===== src/rtl/coin_dispatch_ctrl.sv =====
// coin_dispatch_ctrl: synchronises and debounces the coin sensor, queues detected
// coins, and issues one fire request per coin to the shooter with a busy handshake,
// a post-shot hold-off gap and sticky fault/overflow flags.
module coin_dispatch_ctrl #(
    parameter int unsigned DEBOUNCE_CYCLES = 500000,
    parameter int unsigned QUEUE_DEPTH     = 7,
    parameter int unsigned ACK_CYCLES      = 16,
    parameter int unsigned TIMEOUT_CYCLES  = 40000000,
    parameter int unsigned HOLDOFF_CYCLES  = 1000000
) (
    input  logic       clk,
    input  logic       rst_n,
    input  logic       coin_sensor,
    input  logic       shooter_busy,
    input  logic       clr,
    output logic       fire,
    output logic [2:0] pending,
    output logic       overflow,
    output logic       fault,
    output logic [2:0] state_dbg
);

    localparam int unsigned DbW   = $clog2(DEBOUNCE_CYCLES + 1);
    localparam int unsigned WaitW = 26;

    localparam logic [DbW-1:0]   DbLast      = DbW'(DEBOUNCE_CYCLES - 1);
    localparam logic [WaitW-1:0] AckLast     = WaitW'(ACK_CYCLES - 1);
    localparam logic [WaitW-1:0] TimeoutLast = WaitW'(TIMEOUT_CYCLES - 1);
    localparam logic [WaitW-1:0] HoldLast    = WaitW'(HOLDOFF_CYCLES - 1);
    localparam logic [2:0]       QueueMax    = 3'(QUEUE_DEPTH);

    typedef enum logic [2:0] {
        StIdle     = 3'd0,
        StFire     = 3'd1,
        StWaitAck  = 3'd2,
        StWaitDone = 3'd3,
        StHoldoff  = 3'd4,
        StFault    = 3'd5
    } state_e;

    logic           sync_meta_q, sync_q;
    logic           acc_q, acc_d;
    logic [DbW-1:0] db_cnt_q, db_cnt_d;
    logic           coin_evt_q, coin_evt_d;
    logic [2:0]     pending_q, pending_d;
    logic           ovf_q, ovf_d;
    state_e         state_q, state_d;
    logic [WaitW-1:0] wait_cnt_q, wait_cnt_d;
    logic           fire_w;

    // Two-flop synchroniser for the asynchronous sensor input.
    always_ff @(posedge clk or negedge rst_n) begin
        if (!rst_n) begin
            sync_meta_q <= 1'b0;
            sync_q      <= 1'b0;
        end else begin
            sync_meta_q <= coin_sensor;
            sync_q      <= sync_meta_q;
        end
    end

    // Debouncer: accept a new level only after it has been stable long enough.
    always_comb begin
        acc_d      = acc_q;
        db_cnt_d   = '0;
        coin_evt_d = 1'b0;
        if (sync_q != acc_q) begin
            if (db_cnt_q == DbLast) begin
                acc_d      = ~acc_q;
                coin_evt_d = ~acc_q;  // only a 0->1 acceptance counts as a coin
            end else begin
                db_cnt_d = db_cnt_q + 1'b1;
            end
        end
    end

    // Pending-coin counter and sticky overflow; a coin arriving on a fire cycle cancels out.
    always_comb begin
        pending_d = pending_q;
        ovf_d     = clr ? 1'b0 : ovf_q;
        if (coin_evt_q && !fire_w) begin
            if (pending_q < QueueMax) begin
                pending_d = pending_q + 3'd1;
            end else begin
                ovf_d = 1'b1;  // set wins over a coincident clr
            end
        end else if (fire_w && !coin_evt_q) begin
            pending_d = pending_q - 3'd1;
        end
    end

    // Shot sequencer next-state and shared wait counter.
    always_comb begin
        state_d = state_q;
        unique case (state_q)
            StIdle:     if (pending_q != 3'd0) state_d = StFire;
            StFire:     state_d = StWaitAck;
            StWaitAck: begin
                if (shooter_busy)               state_d = StWaitDone;
                else if (wait_cnt_q == AckLast) state_d = StFault;
            end
            StWaitDone: begin
                if (!shooter_busy)                  state_d = StHoldoff;
                else if (wait_cnt_q == TimeoutLast) state_d = StFault;
            end
            StHoldoff:  if (wait_cnt_q == HoldLast) state_d = StIdle;
            StFault:    if (clr) state_d = StIdle;
            default:    state_d = StIdle;
        endcase

        if (state_d != state_q) begin
            wait_cnt_d = '0;
        end else if (state_q inside {StWaitAck, StWaitDone, StHoldoff}) begin
            wait_cnt_d = wait_cnt_q + 1'b1;
        end else begin
            wait_cnt_d = wait_cnt_q;
        end
    end

    // State registers for debouncer, queue and sequencer.
    always_ff @(posedge clk or negedge rst_n) begin
        if (!rst_n) begin
            acc_q      <= 1'b0;
            db_cnt_q   <= '0;
            coin_evt_q <= 1'b0;
            pending_q  <= 3'd0;
            ovf_q      <= 1'b0;
            state_q    <= StIdle;
            wait_cnt_q <= '0;
        end else begin
            acc_q      <= acc_d;
            db_cnt_q   <= db_cnt_d;
            coin_evt_q <= coin_evt_d;
            pending_q  <= pending_d;
            ovf_q      <= ovf_d;
            state_q    <= state_d;
            wait_cnt_q <= wait_cnt_d;
        end
    end

    assign fire_w    = (state_q == StFire);
    assign fire      = fire_w;
    assign pending   = pending_q;
    assign overflow  = ovf_q;
    assign fault     = (state_q == StFault);
    assign state_dbg = state_q;

endmodule


===== config.mk =====
export PLATFORM = sky130hd
export DESIGN_NAME = coin_dispatch_ctrl
export DESIGN_NICKNAME = d
export VERILOG_FILES = /design/src/rtl/coin_dispatch_ctrl.sv
export SDC_FILE = /design/constraint.sdc
export NUM_CORES = 1
export LEC_CHECK = 0
export ABC_CLOCK_PERIOD_IN_PS = 6730
export BUFFER_PORTS_ARGS = -buffer_cell sky130_fd_sc_hd__buf_4
export CAP_MARGIN = 20
export CORE_MARGIN = 2
export CORE_UTILIZATION = 45
export CTS_CLUSTER_SIZE = 8
export DETAILED_ROUTE_END_ITERATION = 16
export MAX_ROUTING_LAYER = met4
export PLACE_DENSITY = 0.7
export SLEW_MARGIN = 20
export SYNTH_ARGS = -nofsm -noshare
export SYNTH_HDL_FRONTEND = slang
export SYNTH_SLANG_ARGS = --single-unit

===== constraint.sdc =====
create_clock -name clk -period 6.73 [get_ports clk]
set_clock_uncertainty 0.15 [all_clocks]
set_input_delay 0.673 -clock clk [delete_from_list [all_inputs] [get_ports clk]]
set_output_delay 0.673 -clock clk [all_outputs]
set_load 0.01 [all_outputs]

### After elaboration in Yosys (flattened, before gate mapping)

Cells that the tools add are included.

| operators by class | value |
|---|---|
| bitwise operators | 1 |
| reduce and logical (&&, ||, !) cells | 11 |
| add/sub/neg operators | 4 |
| mux-type cells | 20 |
| equality and inequality tests | 12 |
| $lt $le $gt $ge | 1 |

Operator list:

| cell | count |
|---|---|
| 26-bit 2-to-1 mux | 2 |
| 19-bit 2-to-1 mux | 2 |
| 3-bit 2-to-1 mux | 10 |
| 26-bit by 1-bit adder with 26-bit output (second input constant) | 1 |
| 26-bit by 20-bit == test with 1-bit output (second input constant) | 1 |
| 26-bit == test (second input constant) | 1 |
| 26-bit by 4-bit == test with 1-bit output (second input constant) | 1 |
| 19-bit by 1-bit adder with 19-bit output (second input constant) | 1 |
| 19-bit == test (second input constant) | 1 |
| 3-bit case mux with 6 select lines | 1 |
| 3-bit by 2-bit == test with 1-bit output (second input constant) | 2 |
| 3-bit == test (second input constant) | 2 |
| 3-bit nonzero test | 2 |
| 1-bit 2-to-1 mux | 5 |
| 2-bit AND reduction | 2 |
| 2-bit nonzero test | 2 |
| 3-bit by 1-bit adder with 3-bit output (second input constant) | 1 |
| 3-bit by 1-bit == test with 1-bit output (second input constant) | 1 |
| 3-bit zero test | 1 |
| 3-bit < comparator (second input constant) | 1 |
| 3-bit inequality test | 1 |
| 3-bit by 1-bit subtractor with 3-bit output (second input constant) | 1 |
| 1-bit logical AND | 2 |
| 1-bit zero test | 2 |
| other kinds (3) | 3 |

| word-level totals | value |
|---|---|
| bits in registers | 56 |

### Longest topological paths before layout

Gate-level depths: netlist (run 1).

| depth | value |
|---|---|
| depth in word-level cells | 6 |
| gate-level depth with buffers | 8 |
| depth with buffers taken out | 7 |

### Least setup slack after synthesis (run 1)

Ideal clock, no wire load.

| timing path | value |
|---|---|
| path kind | flip-flop to flip-flop |
| start | reg state_q[1], in the netlist state_dbg[1] |
| end | reg pending_q[1], in the netlist pending[1] |
| setup slack | 4327 ps |
| data required time | 6449 ps |
| stages on the path, launching flop included | 8 |
| library setup time | 131 ps |
| arrival | 2122 ps |
| buffers on the path | 1 |
| cell sequence | dfrtp_1 buf_2 or3b_2 and2_1 inv_1 fa_1 a221oi_1 a21oi_1 |

| on the way | value |
|---|---|
| elaborated cells between the ends (all ways) | 8 |

RTL lines:

| item | line | RTL |
|---|---|---|
| from (decl) | 47 | `state_e state_q, state_d;` |
| from (signal assigned) | 128 | `state_q <= StIdle;` |
| from (signal assigned) | 136 | `state_q <= state_d;` |
| 3-bit by 1-bit == test with 1-bit output | 141 | `assign fire_w = (state_q == StFire);` |
| 1-bit zero test | 81 | `if (coin_evt_q && !fire_w) begin` |
| 1-bit logical AND | 81 |  |
| 3-bit 2-to-1 mux | 81 |  |
| net pending_d[1] | 45 | `logic [2:0] pending_q, pending_d;` |
| to (signal assigned) | 134 | `pending_q <= pending_d;` |
| to (decl) | 45 |  |

The timed path passes the listed nets, and every way through them passes these cells.
A chain may end at the register's enable or synchronous reset.

### Final worst setup path (run 1)

| timing path | value |
|---|---|
| start | reg wait_cnt_q[0] |
| end | reg wait_cnt_q[22] |

| on the way | value |
|---|---|
| longest elaborated chain between the ends | 6 |
| elaborated cells between the ends (all ways) | 14 |

RTL lines:

| item | line | RTL |
|---|---|---|
| from (decl) | 48 | `logic [WaitW-1:0] wait_cnt_q, wait_cnt_d;` |
| from (signal assigned) | 137 | `wait_cnt_q <= wait_cnt_d;` |
| 26-bit == test / 26-bit by 4-bit == test with 1-bit output (equally long branches) | 104, 100 |  |
| 3-bit 2-to-1 mux, on equally long branches | 104, 100 |  |
| 3-bit 2-to-1 mux, on equally long branches | 103, 99 |  |
| 3-bit case mux with 6 select lines | 95 | `unique case (state_q)` |
| 3-bit inequality test | 111 | `if (state_d != state_q) begin` |
| 26-bit 2-to-1 mux / 2-bit nonzero test (equally long branches) | n/a |  |

Several ways; a longest one is shown, not always the timed one. The select of a mux whose other input is x is not followed.

==> results.tsv, run 1 <==
stage	metric	value	unit
cts	clk_latency	0.31	ns
power_and_ir_drop	powerDensity	262	mW/mm2
cts	numCtsBuffers	5	
final_layout	antenna_cells	0	
place	routabilityCongestion	0.781	
worst_setup_path	start_kind	flop	
routing	antenna_left	0	
cts	postCtsResizedCells	0	
synthesis	synthArstFlopShare	1.00	
floorplanning	coreArea	0.00642	mm2
routing	first_pass_iters	11	
worst_setup_path	slowest_stage	o311a_1	
power_and_ir_drop	p_seq_frac	0.490	
synthesis	ys_seq_area_frac	0.466	
worst_setup_path	end_kind	flop	
synthesis	synth_seq_cells	56	
synthesis	yosys_warnings	0	
synthesis	ys.flop_type	dfrtp_1	
power_and_ir_drop	pwr-share-clk	0.226	
synthesis	syn_nets	323	
power_and_ir_drop	vdd_drop_max	0.128	mV
cts	cts_root_buffer	clkbuf_8	
floorplanning	num_io_pins	14	
floorplanning	core.rowCount	29	
routing	totalWireLength	5570	um
worst_setup_path	max_stage_delay	0.88	ns
cts	ctsHoldBuffers	0	
cts	clk_pin_slew_worst_paths	0.11	ns
final_layout	area_growth	7.69	%
final_layout	drive_gt1_frac	0.110	
timing	grt_setup_unrepaired	no	
timing	min_period_over_period	0.405	
synthesis	syn_inst	315	
power_and_ir_drop	leakage	1.36	nW
global_route	grt_pass1_vias	2159	
synthesis	synthTopCellsByCount	dfrtp_1 (56), nor2_1 (53), xor2_1 (30), nand3_1 (25), nand2_1 (22)	
timing	min_period	2.72	ns
worst_setup_path	path_cells	ha_1 > nor3b_1 > nand4_1 > o31ai_1 > o311a_1 > nor2_1	
power_and_ir_drop	netSwitchingFraction	0.371	
final_layout	final_util	0.505	
place	io_buffer_count	13	
flow_run	cap_violations	0	
floorplanning	start_util	0.469	
place	dpl.hpwl	3880	um
worst_setup_path	cp_data_arrival_time	2.73	ns
run_status	failed_checks	design-rule violations	
timing	tns	0	ns
routing	detail_route.iter0.violations	141	
cts	tritoncts	done	
timing	fmax	0.367	GHz
routing	vias_per_cell	5.49	
synthesis	syn-mean-instance-area	9.56	um2
run_status	status	finished with violations	
timing	tightest_slew	0.993	ns
timing	slew_headroom	0.338	
floorplanning	chipWidth	85.8	um
timing	hold_violations	0	
cts	cts_max_level	2	
routing	drc	3	
worst_setup_path	worstPathRequired	6.74	ns
cts	cts_sinks	56	
power_and_ir_drop	p_int	0.000535	W
routing	wl_per_cell	13.8	um
global_route	grt.overflow.total	0	
synthesis	synth_top_area_share	0.466	
worst_setup_path	critPathMaxFanout	26	
timing	slew_viol_final	0	
synthesis	syn-cell-area	0.00301	mm2
synthesis	yosys.area.top_type	dfrtp_1	
routing	via_count	2217	
power_and_ir_drop	combPwrFrac	0.284	
power_and_ir_drop	switchingPower	0.000315	W
worst_hold_path	hold_class	flop to flop	
synthesis	yosysMostFrequentCell	dfrtp_1	
global_route	grt_max_degree	57	
global_route	antenna_found_initial	0	
synthesis	synth.top_cells.by_area	dfrtp_1 (47%), xor2_1 (8.7%), nor2_1 (6.6%)	
floorplanning	dieArea	0.00736	mm2
cts	post_cts_buffers	0	
worst_setup_path	path_class	flop to flop	
floorplanning	die_h	85.8	um
synthesis	synth_cell_type_count	51	
cts	clock_tree.buffer_depth	2	
synthesis	synth_edf_count	0	
global_route	grt_usage	0.172	
final_layout	fin_nets	334	
timing	finalSetupViolCount	0	
global_route	grt_pass1_wl	10000	um
-- power by group through the flow --
stage	combinational, W	sequential, W	clock [W]
final	0.000242	0.000416	0.000192
after global routing	0.000272	0.000424	0.000213
after CTS	0.000244	0.000416	0.000202
after detailed placement	0.000243	0.000422	0
after global placement	0.000239	0.000421	0
after floorplan	0.000207	0.000409	0
-- per-stage QoR --
stage	instance area (um2)	power, W	setup WS [ns]	hold slack, ns	cells
after CTS	3240	0.000861	4.01	0.211	404
final	3240	0.000850	4.01	0.209	404
after detailed placement	3150	0.000665	4.05	0.185	396
after global placement	3150	0.000660	4.13	0.187	396
after floorplan	3010	0.000615	4.33	0.181	315
after global routing	3240	0.000909	3.71	0.224	404
-- layer usage --
metal,part of all wire,up-vias,global-route usage
li1,-,1119,-
met3,0.022,2,0.0289
met4,0.0072,0,0.0519
met5,0,-,-
met2,0.46,24,0.263
met1,0.51,1072,0.237
-- layout make-up --
cell class / instances / area [um2]
Tap cell: 77 / 96.3
Clock buffer: 5 / 68.8
Fill cell: 589 / 3180
Timing Repair Buffer: 13 / 97.6
Multi-Input combinational cell: 240 / 1510
Clock inverter: 3 / 27.5
Inverter: 10 / 37.5
Sequential cell: 56 / 1400
-- flip-flops by register name (all words and copies together), names as in the netlist --
| signal | cells |
|---|---|
| db_cnt_q | 19 |
| acc_q | 1 |
| state_dbg | 3 |
| sync_q | 1 |
| pending | 3 |
| overflow | 1 |
| sync_meta_q | 1 |
| wait_cnt_q | 26 |
| coin_evt_q | 1 |
-- worst paths after layout --
path / from / to / slack, ns / cells past startpoint
worst min-delay path: sync_meta_q$_DFF_PN0_ / sync_q$_DFF_PN0_ / 0.21 / 0
worst min register to register: sync_meta_q$_DFF_PN0_ / sync_q$_DFF_PN0_ / 0.21 / 0
worst max register to register: wait_cnt_q[0]$_DFFE_PN0P_ / wait_cnt_q[22]$_DFFE_PN0P_ / 4.01 / 6
worst max-delay path: wait_cnt_q[0]$_DFFE_PN0P_ / wait_cnt_q[22]$_DFFE_PN0P_ / 4.01 / 6
max in group asynchronous: rst_n / wait_cnt_q[6]$_DFFE_PN0P_ / 5.72 / 1
min in group asynchronous: rst_n / sync_meta_q$_DFF_PN0_ / 0.25 / 1
-- critical path: cells and delay by family (launching register included) --
family | cells | cell delay, ns
simple gates | 3 | 0.67
flops | 1 | 0.40
fa+ha+maj | 1 | 0.18
compound gates | 2 | 1.17
-- layout by cell type (no fill, tap or decap), types with 2 or more instances in the layout --
master    instances
a21oi_1           5
and2_1            4
and3_1           10
and4_1            3
buf_4            13
clkbuf_8          5
dfrtp_1          56
ha_1              2
inv_1            10
mux2i_1           2
nand2_1          22
nand3_1          25
nand4_1          16
nor2_1           53
nor2_2            2
nor2b_1           3
nor3_1            7
nor4_1            7
nor4_2            4
o21ai_1           2
o31ai_1           2
or3_1             3
xnor2_1          13
xor2_1           30
-- cell families after synthesis --
group                      Yosys count  synth area share
AOI/OAI and AO/OA                   23            0.0628
xor gates and xnor gates            43             0.125
adders and majority gates            3            0.0150
buffers and inverters               19            0.0320
DFF                                 56             0.466
muxes                                3            0.0104
and+or+nand+nor                    168             0.289
Note: power is estimated with default switching activity, not from simulation.
==> run 2: changes to the inputs <==
--- a/config.mk
+++ b/config.mk
@@ -5,7 +5,7 @@
 export SDC_FILE = /design/constraint.sdc
 export NUM_CORES = 1
 export LEC_CHECK = 0
-export ABC_CLOCK_PERIOD_IN_PS = 6730
+export ABC_CLOCK_PERIOD_IN_PS = 2700
 export BUFFER_PORTS_ARGS = -buffer_cell sky130_fd_sc_hd__buf_4
 export CAP_MARGIN = 20
 export CORE_MARGIN = 2
==> constraint.sdc (replaced) <==
create_clock -name clk -period 2.7 [get_ports clk]
set_clock_uncertainty 0.15 [all_clocks]
set_input_delay 0.27 -clock clk [delete_from_list [all_inputs] [get_ports clk]]
set_output_delay 0.27 -clock clk [all_outputs]
set_load 0.01 [all_outputs]
==> results.tsv, run 2 (synthesized netlist as in run 1, its figures left out) <==
stage	metric	value	unit	change
timing	fmax	0.421	GHz	+15%
worst_setup_path	slowest_stage	or3b_2		
flow_run	cap_violations	0		unchanged
power_and_ir_drop	leakage	1.39	nW	+2.0%
final_layout	fin_nets	341		+2.1%
floorplanning	num_io_pins	14		unchanged
timing	tns	0	ns	unchanged
run_status	status	finished with violations		
routing	antenna_left	0		unchanged
floorplanning	core.rowCount	29		unchanged
routing	via_count	2249		+1.4%
place	dp_cells	401		+1.3%
cts	ctsHoldBuffers	2		+2
global_route	grt_pass1_vias	2129		-1.4%
cts	cts_root_buffer	clkbuf_8		
run_status	failed_checks	design-rule violations		
floorplanning	coreArea	0.00642	mm2	unchanged
power_and_ir_drop	powerDensity	658	mW/mm2	+150%
cts	cts_sinks	56		unchanged
timing	slew_headroom	0.536		+0.198
worst_setup_path	critPathMaxFanout	10		-62%
worst_setup_path	path_cells	or3b_2 > and2_1 > inv_1 > fa_1 > a221oi_1 > a21oi_1		
timing	tightest_slew	0.696	ns	-0.297 ns
final_layout	drive_gt1_frac	0.123		+0.0127
final_layout	register_area	0.00140	mm2	unchanged
power_and_ir_drop	vdd_drop_max	0.309	mV	+140%
place	io_buffer_count	13		unchanged
final_layout	largestRegisters	wait_cnt_q x26, db_cnt_q x19		
routing	first_pass_iters	11		unchanged
final_layout	regMostFlops	wait_cnt_q		
worst_setup_path	start_kind	flop		
timing	min_period	2.37	ns	-0.350 ns
worst_setup_path	worstPathRequired	2.76	ns	-3.98 ns
routing	drc	3		unchanged
timing	finalSetupViolCount	0		unchanged
worst_setup_path	max_stage_delay	0.52	ns	-0.36 ns
final_layout	final-instance-count-excl-fill	411		+1.7%
cts	tritoncts	done		
cts	cts_max_level	2		unchanged
cts	clock_tree.buffer_depth	2		unchanged
timing	slew_viol_final	0		unchanged
place	dpl.hpwl	3860	um	-0.56%
worst_setup_path	path_class	flop to flop		
routing	totalWireLength	5490	um	-1.3%
final_layout	mostFrequentLayoutCells	dfrtp_1 (56), nor2_1 (53), xor2_1 (30)		
routing	detail_route.iter0.violations	128		-9.2%
global_route	antenna_found_initial	0		unchanged
final_layout	layout_commonest_cell	dfrtp_1		
worst_setup_path	cp_data_arrival_time	2.43	ns	-0.30 ns
global_route	grt.overflow.total	0		unchanged
worst_setup_path	end_kind	flop		
global_route	grt_usage	0.168		-0.00407
worst_hold_path	hold_class	input pin to flop		
routing	vias_per_cell	5.47		-0.28%
cts	postCtsResizedCells	0		unchanged
floorplanning	die_h	85.8	um	unchanged
timing	min_period_over_period	0.879		+0.474
cts	clk_pin_slew_worst_paths	0.11	ns	about the same
floorplanning	dieArea	0.00736	mm2	unchanged
final_layout	antenna_cells	0		unchanged
routing	wl_per_cell	13.4	um	-3.0%
worst_setup_path	r2r_slack	0.33	ns	-3.68 ns
global_route	grt_pass1_wl	9820	um	-2.3%
cts	numCtsBuffers	5		unchanged
timing	hold_violations	0		unchanged
cts	clk_latency	0.32	ns	about the same
final_layout	largest_reg_flops	26		unchanged
final_layout	n_fill_cell	589		unchanged
floorplanning	start_util	0.469		unchanged
final_layout	area_growth	9.48	%	
cts	post_cts_buffers	0		unchanged
floorplanning	chipWidth	85.8	um	unchanged
place	routabilityCongestion	0.809		+3.5%
global_route	grt_max_degree	57		unchanged
timing	grt_setup_unrepaired	no		
final_layout	multiInputGateArea	0.00151	mm2	unchanged
## run 2: stage by stage
step | hold WS, ns | utilization | area, um2 | setup slack [ns] | power, W
floorplan | -0.176 | - | 3010 | 0.297 | 0.00153
global placement | 0.185 | 0.496 | 3180 | 0.403 | 0.00171
detailed placement | 0.211 | 0.496 | 3180 | 0.348 | 0.00172
CTS | 0.00320 | 0.513 | 3300 | 0.328 | 0.00219
global route | 0.00425 | 0.513 | 3300 | 0.185 | 0.00232
finish | 0.0152 | 0.513 | 3300 | 0.326 | 0.00217
## run 2: worst paths after layout
path	cells past startpoint	end	start
worst max-delay path	6	pending[1]$_DFFE_PN0P_	state_dbg[2]$_DFF_PN0_
worst min-delay path	2	overflow$_DFF_PN0_	clr
worst max register to register	6	pending[1]$_DFFE_PN0P_	state_dbg[2]$_DFF_PN0_
worst min register to register	0	sync_q$_DFF_PN0_	sync_meta_q$_DFF_PN0_
max in group asynchronous	2	wait_cnt_q[20]$_DFFE_PN0P_	rst_n
min in group asynchronous	2	db_cnt_q[7]$_DFF_PN0_	rst_n
## run 2: cell type report
cell class | count | share of cell area
inverters | 10 | 0.0114
repair buffers | 20 | 0.0471
multi-input cells | 240 | 0.459
well taps | 77 | 0.0292
clock buffers | 5 | 0.0209
flip-flops and latches | 56 | 0.425
clock inverters | 3 | 0.00721
## run 2: per-layer routing
metal | track usage | part of all wire | vias up
li1 | - | - | 1128
met1 | 0.230 | 0.51 | 1085
met2 | 0.258 | 0.45 | 29
met3 | 0.0308 | 0.028 | 7
met4 | 0.0476 | 0.012 | 0
met5 | - | 0 | -
## run 2: report_power, final
part	leakage, nW	internal, W	switching (W)	total, W
combinational	0.587	0.000298	0.000413	0.000711
clock	0.0404	0.000184	0.000280	0.000464
sequential	0.761	0.000902	0.0000896	0.000992
## run 2: worst max-delay path, delay by kind of cell (launching register included)
| kind | cells | cell delay, ns |
|---|---|---|
| AND/OR/NAND/NOR | 2 | 0.73 |
| flip-flops | 1 | 0.48 |
| adder cells (fa/ha/maj) | 1 | 0.44 |
| AO/OA/AOI/OAI | 2 | 0.36 |
| buffers and inverters | 1 | 0.11 |
